<file path="config.mk">
export PLATFORM = sky130hd
export DESIGN_NAME = cpu_run_ctrl
export DESIGN_NICKNAME = d
export VERILOG_FILES = /design/src/rtl/cpu_ctrl_pkg.sv /design/src/rtl/run_watchdog.sv /design/src/rtl/cpu_run_ctrl.sv
export SDC_FILE = /design/constraint.sdc
export NUM_CORES = 1
export LEC_CHECK = 0
export ABC_AREA = 1
export ABC_CLOCK_PERIOD_IN_PS = 1450
export CORE_MARGIN = 2
export CORE_UTILIZATION = 40
export CTS_CLUSTER_SIZE = 40
export DETAILED_ROUTE_END_ITERATION = 12
export GPL_TIMING_DRIVEN = 0
export PLACE_DENSITY = 0.68
export SLEW_MARGIN = 20
export SYNTH_ARGS = -nofsm -noshare
export SYNTH_HDL_FRONTEND = slang
export SYNTH_SLANG_ARGS = --single-unit
export TNS_END_PERCENT = 5
</file>
<file path="constraint.sdc">
create_clock -name clk -period 1.45 [get_ports clk]
set_input_delay 0.145 -clock clk [delete_from_list [all_inputs] [get_ports clk]]
set_output_delay 0.145 -clock clk [all_outputs]
set_load 0.02 [all_outputs]
</file>
<file path="src/rtl/cpu_ctrl_pkg.sv">
// Shared types and sizes for the simple_cpu boot/run controller.
// The imem geometry here is the same one simple_cpu is built with.
package cpu_ctrl_pkg;

   localparam int IMEM_DEPTH = 16;
   localparam int ADDR_W     = 4;
   localparam int DATA_W     = 8;

   localparam logic [ADDR_W:0] DEPTH_L = (ADDR_W+1)'(IMEM_DEPTH);

   typedef enum logic [2:0] {
      IDLE = 3'd0,
      LOAD = 3'd1,
      ARM  = 3'd2,
      RUN  = 3'd3,
      DONE = 3'd4,
      TOUT = 3'd5
   } run_state_t;

   // Requested lengths beyond the memory size load the whole memory.
   function automatic logic [ADDR_W:0] clamp_len(input logic [ADDR_W:0] len);
      return (len > DEPTH_L) ? DEPTH_L : len;
   endfunction

endpackage

</file>
<file path="src/rtl/run_watchdog.sv">
// RUN-cycle counter with synchronous clear and a limit compare.
// expired_o flags the cycle whose increment reaches WDOG_LIMIT.
module run_watchdog #(
   parameter int WDOG_W     = 16,
   parameter int WDOG_LIMIT = 1000
) (
   input  logic              clk_i,
   input  logic              rst_ni,
   input  logic              clear_i,
   input  logic              en_i,
   output logic [WDOG_W-1:0] cycles_o,
   output logic              expired_o
);

   localparam logic [WDOG_W-1:0] LAST = WDOG_W'(WDOG_LIMIT - 1);

   logic [WDOG_W-1:0] cycles_q;
   logic [WDOG_W-1:0] cycles_d;

   always_comb begin
      cycles_d = cycles_q;
      if (clear_i)
         cycles_d = '0;
      else if (en_i)
         cycles_d = cycles_q + 1'b1;
   end

   always_ff @(posedge clk_i or negedge rst_ni) begin
      if (!rst_ni)
         cycles_q <= '0;
      else
         cycles_q <= cycles_d;
   end

   assign cycles_o  = cycles_q;
   assign expired_o = en_i && (cycles_q == LAST);

endmodule

</file>
<file path="src/rtl/cpu_run_ctrl.sv">
// Boot/run sequencer: streams a program into imem with the CPU held in reset,
// releases the CPU, then waits for halt or watchdog expiry.
module cpu_run_ctrl
   import cpu_ctrl_pkg::*;
#(
   parameter int WDOG_W     = 16,
   parameter int WDOG_LIMIT = 1000
) (
   input  logic              clk,
   input  logic              rst_n,
   input  logic              start,
   input  logic [ADDR_W:0]   load_len,
   input  logic              s_valid,
   input  logic [DATA_W-1:0] s_data,
   output logic              s_ready,
   output logic              imem_we,
   output logic [ADDR_W-1:0] imem_addr,
   output logic [DATA_W-1:0] imem_wdata,
   output logic              cpu_rst,
   input  logic              cpu_halt,
   output logic              busy,
   output logic              done,
   output logic              timeout,
   output logic [WDOG_W-1:0] cycles
);

   run_state_t        state_q;
   logic [ADDR_W:0]   len_q;
   logic [ADDR_W:0]   ptr_q;
   logic              imem_we_q;
   logic [ADDR_W-1:0] imem_addr_q;
   logic [DATA_W-1:0] imem_wdata_q;
   logic              cpu_rst_q;
   logic              done_q;
   logic              timeout_q;

   logic              idle_like;
   logic              start_acc;
   logic              wdog_exp;

   assign idle_like = (state_q == IDLE) || (state_q == DONE) || (state_q == TOUT);
   assign start_acc = start && idle_like;

   run_watchdog #(
      .WDOG_W     (WDOG_W),
      .WDOG_LIMIT (WDOG_LIMIT)
   ) u_wdog (
      .clk_i     (clk),
      .rst_ni    (rst_n),
      .clear_i   (start_acc),
      .en_i      (state_q == RUN),
      .cycles_o  (cycles),
      .expired_o (wdog_exp)
   );

   always_ff @(posedge clk or negedge rst_n) begin
      if (!rst_n) begin
         state_q      <= IDLE;
         len_q        <= '0;
         ptr_q        <= '0;
         imem_we_q    <= 1'b0;
         imem_addr_q  <= '0;
         imem_wdata_q <= '0;
         cpu_rst_q    <= 1'b1;
         done_q       <= 1'b0;
         timeout_q    <= 1'b0;
      end else begin
         imem_we_q <= 1'b0;
         case (state_q)
            IDLE, DONE, TOUT: begin
               if (start) begin
                  len_q     <= clamp_len(load_len);
                  ptr_q     <= '0;
                  done_q    <= 1'b0;
                  timeout_q <= 1'b0;
                  cpu_rst_q <= 1'b1;
                  state_q   <= (load_len == '0) ? ARM : LOAD;
               end
            end
            LOAD: begin
               if (s_valid) begin
                  imem_we_q    <= 1'b1;
                  imem_addr_q  <= ptr_q[ADDR_W-1:0];
                  imem_wdata_q <= s_data;
                  ptr_q        <= ptr_q + 1'b1;
                  if (ptr_q == len_q - 1'b1)
                     state_q <= ARM;
               end
            end
            // One settle cycle so the last write lands before the first fetch.
            ARM: begin
               cpu_rst_q <= 1'b0;
               state_q   <= RUN;
            end
            RUN: begin
               if (cpu_halt) begin
                  done_q  <= 1'b1;
                  state_q <= DONE;
               end else if (wdog_exp) begin
                  timeout_q <= 1'b1;
                  cpu_rst_q <= 1'b1;
                  state_q   <= TOUT;
               end
            end
            default: state_q <= IDLE;
         endcase
      end
   end

   assign s_ready    = (state_q == LOAD);
   assign busy       = (state_q == LOAD) || (state_q == ARM) || (state_q == RUN);
   assign imem_we    = imem_we_q;
   assign imem_addr  = imem_addr_q;
   assign imem_wdata = imem_wdata_q;
   assign cpu_rst    = cpu_rst_q;
   assign done       = done_q;
   assign timeout    = timeout_q;

endmodule

</file>
# After elaboration in Yosys (flattened, before gate mapping)
# Cells that the tools add are included.
[word_totals]
ff_bits = 45
inputBits = 18
[classes]
add_sub_neg = 3
magnitude_cmp = 1
n_eq_ne = 14
mux = 23
n_reduce_logical = 20
[ops]
columns = ["cell", "n"]
rows = [
  ["$mux 16", 2],
  ["$add 16x1->16 const B", 1],
  ["$eq 16x10->1 const B", 1],
  ["$mux 3", 5],
  ["$mux 5", 3],
  ["$pmux 3 s4", 1],
  ["$reduce_and 4->1", 3],
  ["$ne 2x2->1 const B", 5],
  ["$pmux 5 s2", 1],
  ["$mux 1", 7],
  ["$eq 3x2->1 const B", 2],
  ["$eq 3x3->1 const B", 2],
  ["$reduce_and 3->1", 2],
  ["$reduce_bool 2->1", 3],
  ["$add 5x1->5 const B", 1],
  ["$eq 5x5->1", 1],
  ["$gt 5x5->1 const B", 1],
  ["$logic_not 5->1", 1],
  ["$sub 5x1->5 const B", 1],
  ["$logic_or 1x1->1", 4],
  ["$pmux 1 s2", 2],
  ["$reduce_and 2->1", 2],
  ["$eq 3x1->1 const B", 1],
  ["$logic_not 3->1", 1],
  ["other kinds (7)", 8],
]

# Logic depth before layout (Yosys ltp)
[logic_depth]
depth_word = 5
depth_mapped = 13
mapped_depth_nobuf = 13

# By module
# Synthesis repeated with hierarchy kept, for this count alone.
[hier_totals]
cells_unflattened = 324
area_unflattened_um2 = 2429.8
[by_module_without_submodules]
columns = ["module", "n_inst", "cells_each", "area_each_um2", "seq_area_each_um2"]
rows = [
  ["cpu_run_ctrl", 1, 189, 1473.9, 726.9],
  ["run_watchdog", 1, 135, 955.9, 400.4],
]

# Least setup slack after synthesis
# No wires, ideal clock.
[synth_path]
path_type = "register to register"
from = "register u_wdog.cycles_q[1] (netlist: u_wdog.cycles_o[1])"
to = "register state_q[0]"
arrival_ns = 1.398
t_required_ns = 1.333
setup_slack_ns = -0.065
path_stages_with_launch = 11
path_buffers = 0
cell_sequence = "dfrtp_1 > ha_1 > nand2_1 > inv_1 > nand2_1 > nor2_1 > nand2_1 > a21oi_2 > nand2_1 > nand2_1 > nand2_1"
[synth_via]
elab_chain_cells = 4
[synth_lines]
columns = ["element", "line", "text"]
rows = [
  ["start: declaration", "run_watchdog.sv:17", "logic [WDOG_W-1:0] cycles_q;"],
  ["start signal: assignment", "run_watchdog.sv:32", "cycles_q <= cycles_d;"],
  ["$eq 16x10->1", "run_watchdog.sv:36", "assign expired_o = en_i && (cycles_q == LAST);"],
  ["$logic_and 1x1->1", "run_watchdog.sv:36", ""],
  ["$ne 3x3->1 (no source line)", "-", ""],
  ["$reduce_and 4->1 (no source line)", "-", ""],
  ["end signal: assignment", "cpu_run_ctrl.sv:77", "state_q <= (load_len == '0) ? ARM : LOAD;"],
  ["end: declaration", "cpu_run_ctrl.sv:27", "run_state_t state_q;"],
]
# No other way between the ends.
# A chain may end at the register's enable or synchronous reset.

# Worst setup path in the final report
[layout_path]
from = "register len_q[0]"
to = "register state_q[2]"
[layout_via]
elab_chain_cells = 4
[layout_lines]
columns = ["element", "line", "text"]
rows = [
  ["start: declaration", "cpu_run_ctrl.sv:28", "logic [ADDR_W:0] len_q;"],
  ["start signal: assignment", "cpu_run_ctrl.sv:72", "len_q <= clamp_len(load_len);"],
  ["$sub 5x1->5", "cpu_run_ctrl.sv:86", "if (ptr_q == len_q - 1'b1)"],
  ["$eq 5x5->1", "cpu_run_ctrl.sv:86", ""],
  ["$ne 2x1->1 (no source line)", "-", ""],
  ["$reduce_and 4->1 (no source line)", "-", ""],
]
# No other way between the ends.

==> results by group <==
Status
  – Outcome: complete, but fails checks
  – Failing checks: setup timing

CTS
  – CTS tree: done
  – CTS HTree Levels: 2
  – Total CTS buffers: 5
  – CTS max path bufs: 2
  – Worst skew pair latency: 0.30 ns
  – Reg clk slew, reported paths: 0.08 ns
  – Root Buffer: clkbuf_8
  – CTS Sinks: 45

Die
  – IO Pins: 52
  – # rows: 27
  – Initial Util: 42.12%
  – Die area: 0.006537 mm^2
  – Core area: 0.005608 mm^2
  – Die width: 80.85 um
  – Die height: 80.85 um

Yosys
  – Async set-or-reset flop fraction in the synthesized netlist: 100.0%
  – Largest area contributor in the netlist: dfrtp_1
  – Netlist cell types: 30
  – Synth warn: 0
  – Ys flop type: dfrtp_1
  – Sequential share of the synthesized area: 47.72%
  – Number of flops mapped to enable cells by yosys: 0
  – Top cell type's share of synthesized area: 46.61%
  – Synth Instances: 317
  – Syn Nets: 338
  – Most common cell in the netlist: nand2_1
  – Synth cell count leaders: 100 x nand2_1, 44 x dfrtp_1, 41 x inv_1
  – Yosys reg bits: 45
  – Post-synthesis average cell area: 7.452 um^2
  – Cells taking the most area after synthesis: dfrtp_1 47%, nand2_1 16%, inv_1 6.5%
  – Synthesized area: 0.002362 mm^2

Detailed routing
  – Initial DRC Count: 92
  – Drt pass-1 iters: 4
  – DRC: 0
  – WL final: 5726 um
  – WL per Instance: 12.45 um
  – Vias: 2187
  – Vias per cell: 4.754
  – Routed Antenna Nets: 0

GRT
  – Total grt overflow: 0
  – First-pass GRT wire length: 9308 um
  – Largest net degree at the start of global routing: 29
  – GRT Resource Usage Total: 18.44%
  – Initial antenna violation count: 0
  – Number of global-route vias before repair: 2056

Place
  – Port bufs: 51
  – DP Area: 0.002995 mm^2
  – GPL Wtd Cong: 0.8419
  – Pre-CTS WS: -0.1173 ns
  – DP HPWL: 4144 um

STA
  – RSZ-0062 raised after global routing: yes
  – Slew Limit Fails: 0
  – Clk_skew: 0.008160 ns
  – Setup violators final: 3
  – Setup TNS: -0.1398 ns
  – Worst-Margin Slew: 0.4341 ns
  – Final period util: 103.9%
  – Endpoints failing hold: 0
  – Post-layout min period: 1.507 ns
  – Slew Limit Headroom: 71.06%
  – FMAX: 0.6638 GHz
  – Setup WS post-layout: -0.05659 ns

Setup path
  – Most used cell, CP: nand2_1
  – Critical path peak fanout: 4
  – Slowest CP cell: dfrtp_1
  – CP cell instances: inv_2, ha_4, inv_2, nand2_1, nand2_1, nor2_1, nand2_1, nor2_1, nand2_1, nand2_2, nand2_2, nand2_1, nand2_1
  – Startpoint Class: flop
  – Delay-heaviest family, CP: simple AND/OR/NAND/NOR gates
  – Crit path buffers/inverters: 2
  – Crit. End Element: flop
  – Critical Path RT: 1.65 ns
  – Worst EP arrival: 1.70 ns
  – Critical path class: reg2reg
  – Largest stage delay, worst path: 0.37 ns

Hold path
  – HP Class: in2async

Run
  – Max Cap Viol: 0

Finish
  – Nets@finish: 408
  – Design area: 0.003288 mm^2
  – Fill cells: 554
  – Antenna cell count: 0
  – Share of post-route cells with drive strength above 1: 18.56%
  – Multi-input logic area: 0.001135 mm^2
  – Synth-to-Final Area Change: 39.19%
  – Register area: 0.001131 mm^2

Power and ir drop
  – Total Power: 5.676 mW
  – Peak VDD IR: 0.7757 mV
  – Pleak: 1.701 nW
  – P per Cell Area: 1726 mW/mm^2
## final timing paths
check	slack (ns)	depth (start not counted)	endpoint	start
setup reg to reg	-0.06	13	state_q[2]$_DFFE_PN0P_	len_q[0]$_DFFE_PN0P_
setup / recovery	-0.06	13	state_q[2]$_DFFE_PN0P_	len_q[0]$_DFFE_PN0P_
min in group clk	0.38	3	imem_wdata[2]$_DFFE_PN0P_	s_data[2]
hold / removal	0.33	2	imem_wdata[7]$_DFFE_PN0P_	rst_n
hold reg to reg	0.48	2	imem_wdata[7]$_DFFE_PN0P_	imem_wdata[7]$_DFFE_PN0P_
max in group asynchronous	0.56	3	cpu_rst$_DFFE_PN1P_	rst_n
## placed cells by master (no fill, tap or decap), drive strengths merged
| master | synthesis | layout |
|---|---|---|
| nor3 | 5 | 5 |
| dlygate4sd2 | 0 | 16 |
| buf | 4 | 18 |
| dlygate4sd3 | 0 | 1 |
| dfrtp | 44 | 44 |
| nand4 | 1 | 1 |
| o21a | 1 | 1 |
| o22ai | 1 | 1 |
| o21bai | 2 | 2 |
| nand3b | 2 | 2 |
| o211ai | 1 | 1 |
| nor2 | 40 | 40 |
| o31ai | 1 | 1 |
| clkdlybuf4s50 | 0 | 27 |
| o21ai | 24 | 24 |
| bufinv | 0 | 1 |
| ha | 3 | 3 |
| inv | 47 | 48 |
| o32ai | 1 | 1 |
| xor2 | 1 | 1 |
| nand3 | 18 | 18 |
| dfstp | 1 | 1 |
| clkbuf | 0 | 7 |
| nand2 | 107 | 107 |
| a21oi | 12 | 12 |
| dlymetal6s2s | 0 | 5 |
## routing by layer
metal	vias up	global-route usage [%]	share of wire (%)
met3	5	2.333	3.8
met2	39	30.74	48
met4	0	7.458	1.0
met5	-	0	0
met1	1020	24.36	47
li1	1123	-	-
## flip-flops by register name, indices dropped and copies added (netlist names)
signal           flops
state_q              3
cpu_rst              1
len_q                5
done                 1
ptr_q                5
imem_addr            4
timeout              1
imem_wdata           8
u_wdog.cycles_o     16
imem_we              1
## repair_timing
| item | CTS | global route |
|---|---|---|
| hold endpoints to repair | 17 | 0 |
| hold buffers | 1 | 0 |
| setup endpoints to repair | 32 | 40 |
| resized for setup | 26 | 41 |
| buffers inserted | 0 | 10 |
| pin swaps | 0 | 16 |
## where the power goes
| part | switching (mW) | internal [mW] |
|---|---|---|
| clock | 0.417 | 0.562 |
| combinational | 1.64 | 1.19 |
| sequential | 0.251 | 1.61 |
## area by class of cell
cell class | instances | area share, %
multi-input combinational | 220 | 34.51
sequential | 45 | 34.40
inverter | 48 | 5.556
clock buffer | 7 | 2.626
tap | 72 | 2.740
buffer | 4 | 1.027
clock inverter | 1 | 0.9132
timing repair buffer | 63 | 18.23
## cell families (layout without fill, tap and decap cells)
group	after synthesis	count (layout)	synth area share [%]
adder cells (fa/ha/maj)	3	3	1.589
buffers and inverters	52	123	8.739
XOR/XNOR	1	1	0.3708
flip-flops	45	45	47.72
AO/OA/AOI/OAI	43	43	10.01
AND/OR/NAND/NOR	173	173	31.57
## stage by stage
step | std cells | hold slack (ns) | utilization (%)
2_1_floorplan | 317 | -0.1506 | -
3_5_place_dp | 441 | 0.1184 | 53.41
6_report | 460 | 0.3333 | 58.63
3_3_place_gp | 440 | 0.4620 | 53.15
5_1_grt | 460 | 0.3683 | 58.63
4_1_cts | 450 | 0.3268 | 55.42
## worst register-to-register path: cells and delay by family, from the launching register on
family	cells	cell delay [ns]
DFF	1	0.37
buffers and inverters	2	0.09
and+or+nand+nor	10	0.69
adders and majority gates	1	0.27
Note: power is estimated with default switching activity, not from simulation.
==> patch 1: new RTL, config.mk and constraints unchanged <==
Change the package constant `ADDR_W` from 4 to 5.
--- a/src/rtl/cpu_ctrl_pkg.sv
+++ b/src/rtl/cpu_ctrl_pkg.sv
@@ -4,5 +4,5 @@
 
    localparam int IMEM_DEPTH = 16;
-   localparam int ADDR_W     = 4;
+   localparam int ADDR_W     = 5;
    localparam int DATA_W     = 8;
 
Ports: changed (resized imem_addr and load_len); port bits go from 52 to 54. No check against the original RTL was run, so the function may have changed too.
==> patch 1 against the unedited design <==
  * The run still ends with negative setup slack left
  * Wire length is 4.2% higher
  * Synthesized area increased by 8.2%
  * Worst setup slack got worse by 0.040 ns
  * Sequential cell count is 3 higher
  * Power about the same
  * Cell area is 6.5% higher
  * Non-clock buffer count shrank 1
  * Register-to-register slack worse by 0.03 ns
  * Critical path type is now register to output pin
  * Highest routed layer unchanged
==> patch 1: results (changes against the unedited design) <==
Power
  – Worst IR Drop VDD: 0.000880 V (+13%)
  – LEAKAGE: 2.01 nW (+18%)

Route
  – WL per Instance: 12.7 µm (+2.0%)
  – Initial DRC Count: 83 (-9.8%)
  – Vias per std cell: 4.94 (+3.9%)
  – TritonRoute pass-1 iters: 6 (+2)

Yosys
  – Syn Inst Count: 324 (+2.2%)
  – Sequential share of the synthesized area: 47.0% (-0.68 points)
  – Top area cells in the synthesized netlist: dfrtp_1 (46%), nand2_1 (13%), inv_1 (7.2%)
  – Mapped Nets: 346 (+2.4%)
  – Netlist cell types: 39 (+30%)
  – Commonest cells post-synth: nand2_1 (90), inv_1 (49), dfrtp_1 (47), nand3_1 (23), nor2_1 (22)

Global route
  – First-pass GRT wire length: 10,100 µm (+8.8%)
  – GRT Total Usage: 17.8% (-0.63 points)
  – Vias in the first global route: 2,138 (+4.0%)

Cells and area
  – Non-clock inverter count: 53 (+10%)
  – Sequential portion of the cell area: 34.6% (+0.16 points)
  – Register area: 0.00121 mm² (+7.0%)
  – Fillers: 583 (+5.2%)
  – Share of cells above drive strength 1: 18.6% (about the same)
  – Multi-input gate area: 0.00121 mm² (+6.5%)
  – Signal buffers: 66 (-1.5%)
  – Post-layout instance count excluding filler cells: 470 (+2.2%)
  – Nets: 414 (+1.5%)
  – Seq_cells: 48 (+6.7%)
  – Max FFs per register: 16 (unchanged)
  – Core Util, Final: 55.8% (-2.9 points)
  – Number of multi-input logic gates: 218 (-0.91%)
  – Non-clock buffer share: 19.0% (-0.28 points)

Setup path
  – CP peak stage delay: 0.49 ns (+0.12 ns)
  – Crit Path Max Fanout: 6 (+2)
  – R2R Path Start: len_q[1]
  – Largest delay share family, worst path: flip-flops
  – Critical path's slowest cell: dfrtp_2
  – R2r setup slk: -0.09 ns (-0.03 ns)
  – Worst EP arrival: 1.40 ns (-0.30 ns)

STA
  – Hold slack: 0.340 ns (+0.00712 ns)
  – Final Skew: 0.0101 ns (+0.00191 ns)
  – Worst slew pin tran: 0.523 ns (+0.0887 ns)
  – Final Setup Violations: 6 (+3)
  – Post-route setup slack: -0.0963 ns (-0.0397 ns)
  – Setup TNS Final: -0.275 ns (-0.135 ns)

Run status
  – Violated checks: negative setup slack
  – Status: finished, violations left

Placed design
  – RePlAce Congestion: 0.834 (-0.93%)
  – Port Buffer Count: 53 (+3.9%)
  – Place WS: -0.224 ns (-0.106 ns)
  – DP HPWL: 4300 µm (+3.8%)
  – Dpl cells: 455 (+3.2%)
  – Placed Area: 0.00322 mm² (+7.6%)

Min path
  – Hold WC Path Type: primary input to asynchronous set/reset pin
## patch 1: cell types whose count changed in the layout (fill, tap and decap cells not counted), moves of 6 or more
cell             change
nand3_1              +6
inv_1                +6
nand2_1              -7
o21ai_0              -8
clkdlybuf4s50_1      -6
dlymetal6s2s_1       +7
o21ai_1              +6
nor2_1              -12
## patch 1: report_power, final
group	internal (mW)	leakage [nW]	switching [mW]	total, mW
sequential	1.67	0.629	0.274	1.94
clock	0.520	0.0548	0.487	1.01
combinational	1.14	1.32	1.59	2.72
total	3.33	2.01	2.35	5.67
## patch 1: how the worst max path moves through the flow
stage / cells after the start / slack [ns] / to / startpoint
after global routing: 10 / -0.22 / state_q[2] / len_q[1]
after global placement: 1 / -1.40 / u_wdog.cycles_o[1] / rst_n
after CTS: 5 / -0.11 / busy / state_q[1]
after detailed placement: 13 / -0.22 / state_q[2] / len_q[0]
final: 5 / -0.1 / busy / state_q[1]
after floorplan: 6 / 0.002 / u_wdog.cycles_o[8] / u_wdog.cycles_o[5]
## patch 1: cells by family after synthesis
kind of cell | count (synthesis) | share of synthesized area (%)
AOI/OAI and AO/OA | 50 | 11.3
and+or+nand+nor | 162 | 29.8
adders and majority gates | 3 | 1.47
buffers and inverters | 58 | 9.30
muxes | 1 | 0.440
xor gates and xnor gates | 2 | 0.685
DFF | 48 | 47.0
## patch 1: layer usage
metal,vias to the layer above,part of all wire [%],global-route usage [%]
met2,46,49,29.5
met5,-,0,0
met3,11,3.8,3.46
li1,1175,-,-
met4,0,1.6,5.72
met1,1090,45,23.5
## patch 1: what timing repair did
item / CTS / global route
pin swaps: 5 / 10
gates resized for setup: 36 / 39
hold endpoints to repair: 19 / 0
endpoints found under the setup margin: 48 / 46
hold buffers: 1 / 0
setup buffers: 4 / 2
==> patch 2: new RTL, config.mk and constraints unchanged <==
Without the edit above. Re-encode `run_state_t` (6 states) as one-hot, 6 bits wide.
--- a/src/rtl/cpu_ctrl_pkg.sv
+++ b/src/rtl/cpu_ctrl_pkg.sv
@@ -9,11 +9,11 @@
    localparam logic [ADDR_W:0] DEPTH_L = (ADDR_W+1)'(IMEM_DEPTH);
 
-   typedef enum logic [2:0] {
-      IDLE = 3'd0,
-      LOAD = 3'd1,
-      ARM  = 3'd2,
-      RUN  = 3'd3,
-      DONE = 3'd4,
-      TOUT = 3'd5
+   typedef enum logic [5:0] {
+      IDLE = 6'b000001,
+      LOAD = 6'b000010,
+      ARM  = 6'b000100,
+      RUN  = 6'b001000,
+      DONE = 6'b010000,
+      TOUT = 6'b100000
    } run_state_t;
 
Behaviour: same outputs for any inputs over 10 cycles, from zero or initial values and one cycle with rst_n low; not proved beyond that.
==> patch 2 against the unedited design <==
  * The flow still finishes with violations (negative setup slack)
  * Wire length increased by 7.7%
  * Critical path depth shrank 6
  * Cell area is 7.9% higher
  * Synthesized area is 12% higher
  * Count of clock-buffer cells in the layout is 1 lower
  * Sequential cell count up 3
  * Via count up 10%
  * Synthesized cell count increased by 6.0%
  * Worst setup slack got worse by 0.12 ns
  * Global-route usage is 0.76 points lower
  * Power is 6.5% lower
  * Critical path type is now register to output pin
==> patch 2: results (changes against the unedited design) <==
Setup path
  – Reg2reg path depth: 9 (-4)
  – Worst Setup End Kind: output pin
  – Largest delay share family, worst path: flip-flops
  – Crit Path Max Fanout: 6 (+2)
  – Worst setup startpoint: state_q[5]

Run status
  – Violated checks: negative setup slack
  – Status: finished, violations left

Cells and area
  – Non-clock inverter count: 43 (-10%)
  – Register area: 0.00121 mm² (+7.0%)
  – Post-layout instance count excluding filler cells: 488 (+6.1%)
  – Number of multi-input logic gates: 241 (+9.5%)
  – Signal buffers: 71 (+6.0%)

STA
  – Setup TNS Final: -3.49 ns (-3.35 ns)
  – Post-route setup slack: -0.173 ns (-0.117 ns)
  – Final Setup Violations: 34 (+31)

Placed design
  – RePlAce Congestion: 0.836 (-0.65%)

Yosys
  – XOR/XNOR Fraction of Synth Area: 1.61% (+1.2 points)
  – Sequential share of the synthesized area: 45.4% (-2.3 points)

Power
  – LEAKAGE: 1.73 nW (+1.9%)
  – Combinational Power: 2.61 mW (-7.8%)

Global route
  – GR Util met2: 30.8% (about the same)
  – GR Layer Usage met1: 22.0% (-2.3 points)
  – First-pass GRT wire length: 10,500 µm (+13%)
  – Vias in the first global route: 2,367 (+15%)

Route
  – Vias per std cell: 4.94 (+3.9%)
  – Met3 wire len: 353 µm (+61%)

Clocking
  – Setup repair bufs after CTS: 6 (+6)
## patch 2: changes by cell type in the layout (fill, tap and decap cells not counted), moves of 3 or more
cell,change
o21ai_0,-9
o21ai_1,+3
nand4_1,+8
nand2_1,+11
nand2_2,-6
inv_1,-4
inv_2,-3
nor3_1,+6
dlymetal6s2s_1,-5
nor2_1,-5
clkdlybuf4s50_1,+5
nor2_4,+4
## patch 2: stage by stage
stage / util [%] / area [µm²] / hold WS, ns
2_1_floorplan: - / 2650 / -0.151
3_3_place_gp: 51.0 / 3260 / 0.462
3_5_place_dp: 51.4 / 3280 / 0.237
4_1_cts: 54.0 / 3450 / 0.363
5_1_grt: 55.6 / 3550 / 0.379
6_report: 55.6 / 3550 / 0.367
## patch 2: kinds of logic (layout without fill, tap and decap cells)
| kind of cell | count (synthesis) | count (layout) |
|---|---|---|
| simple gates | 195 | 195 |
| flops | 48 | 48 |
| buf+inv | 47 | 122 |
| compound gates | 39 | 39 |
| xor+xnor | 4 | 4 |
| fa+ha+maj | 3 | 3 |
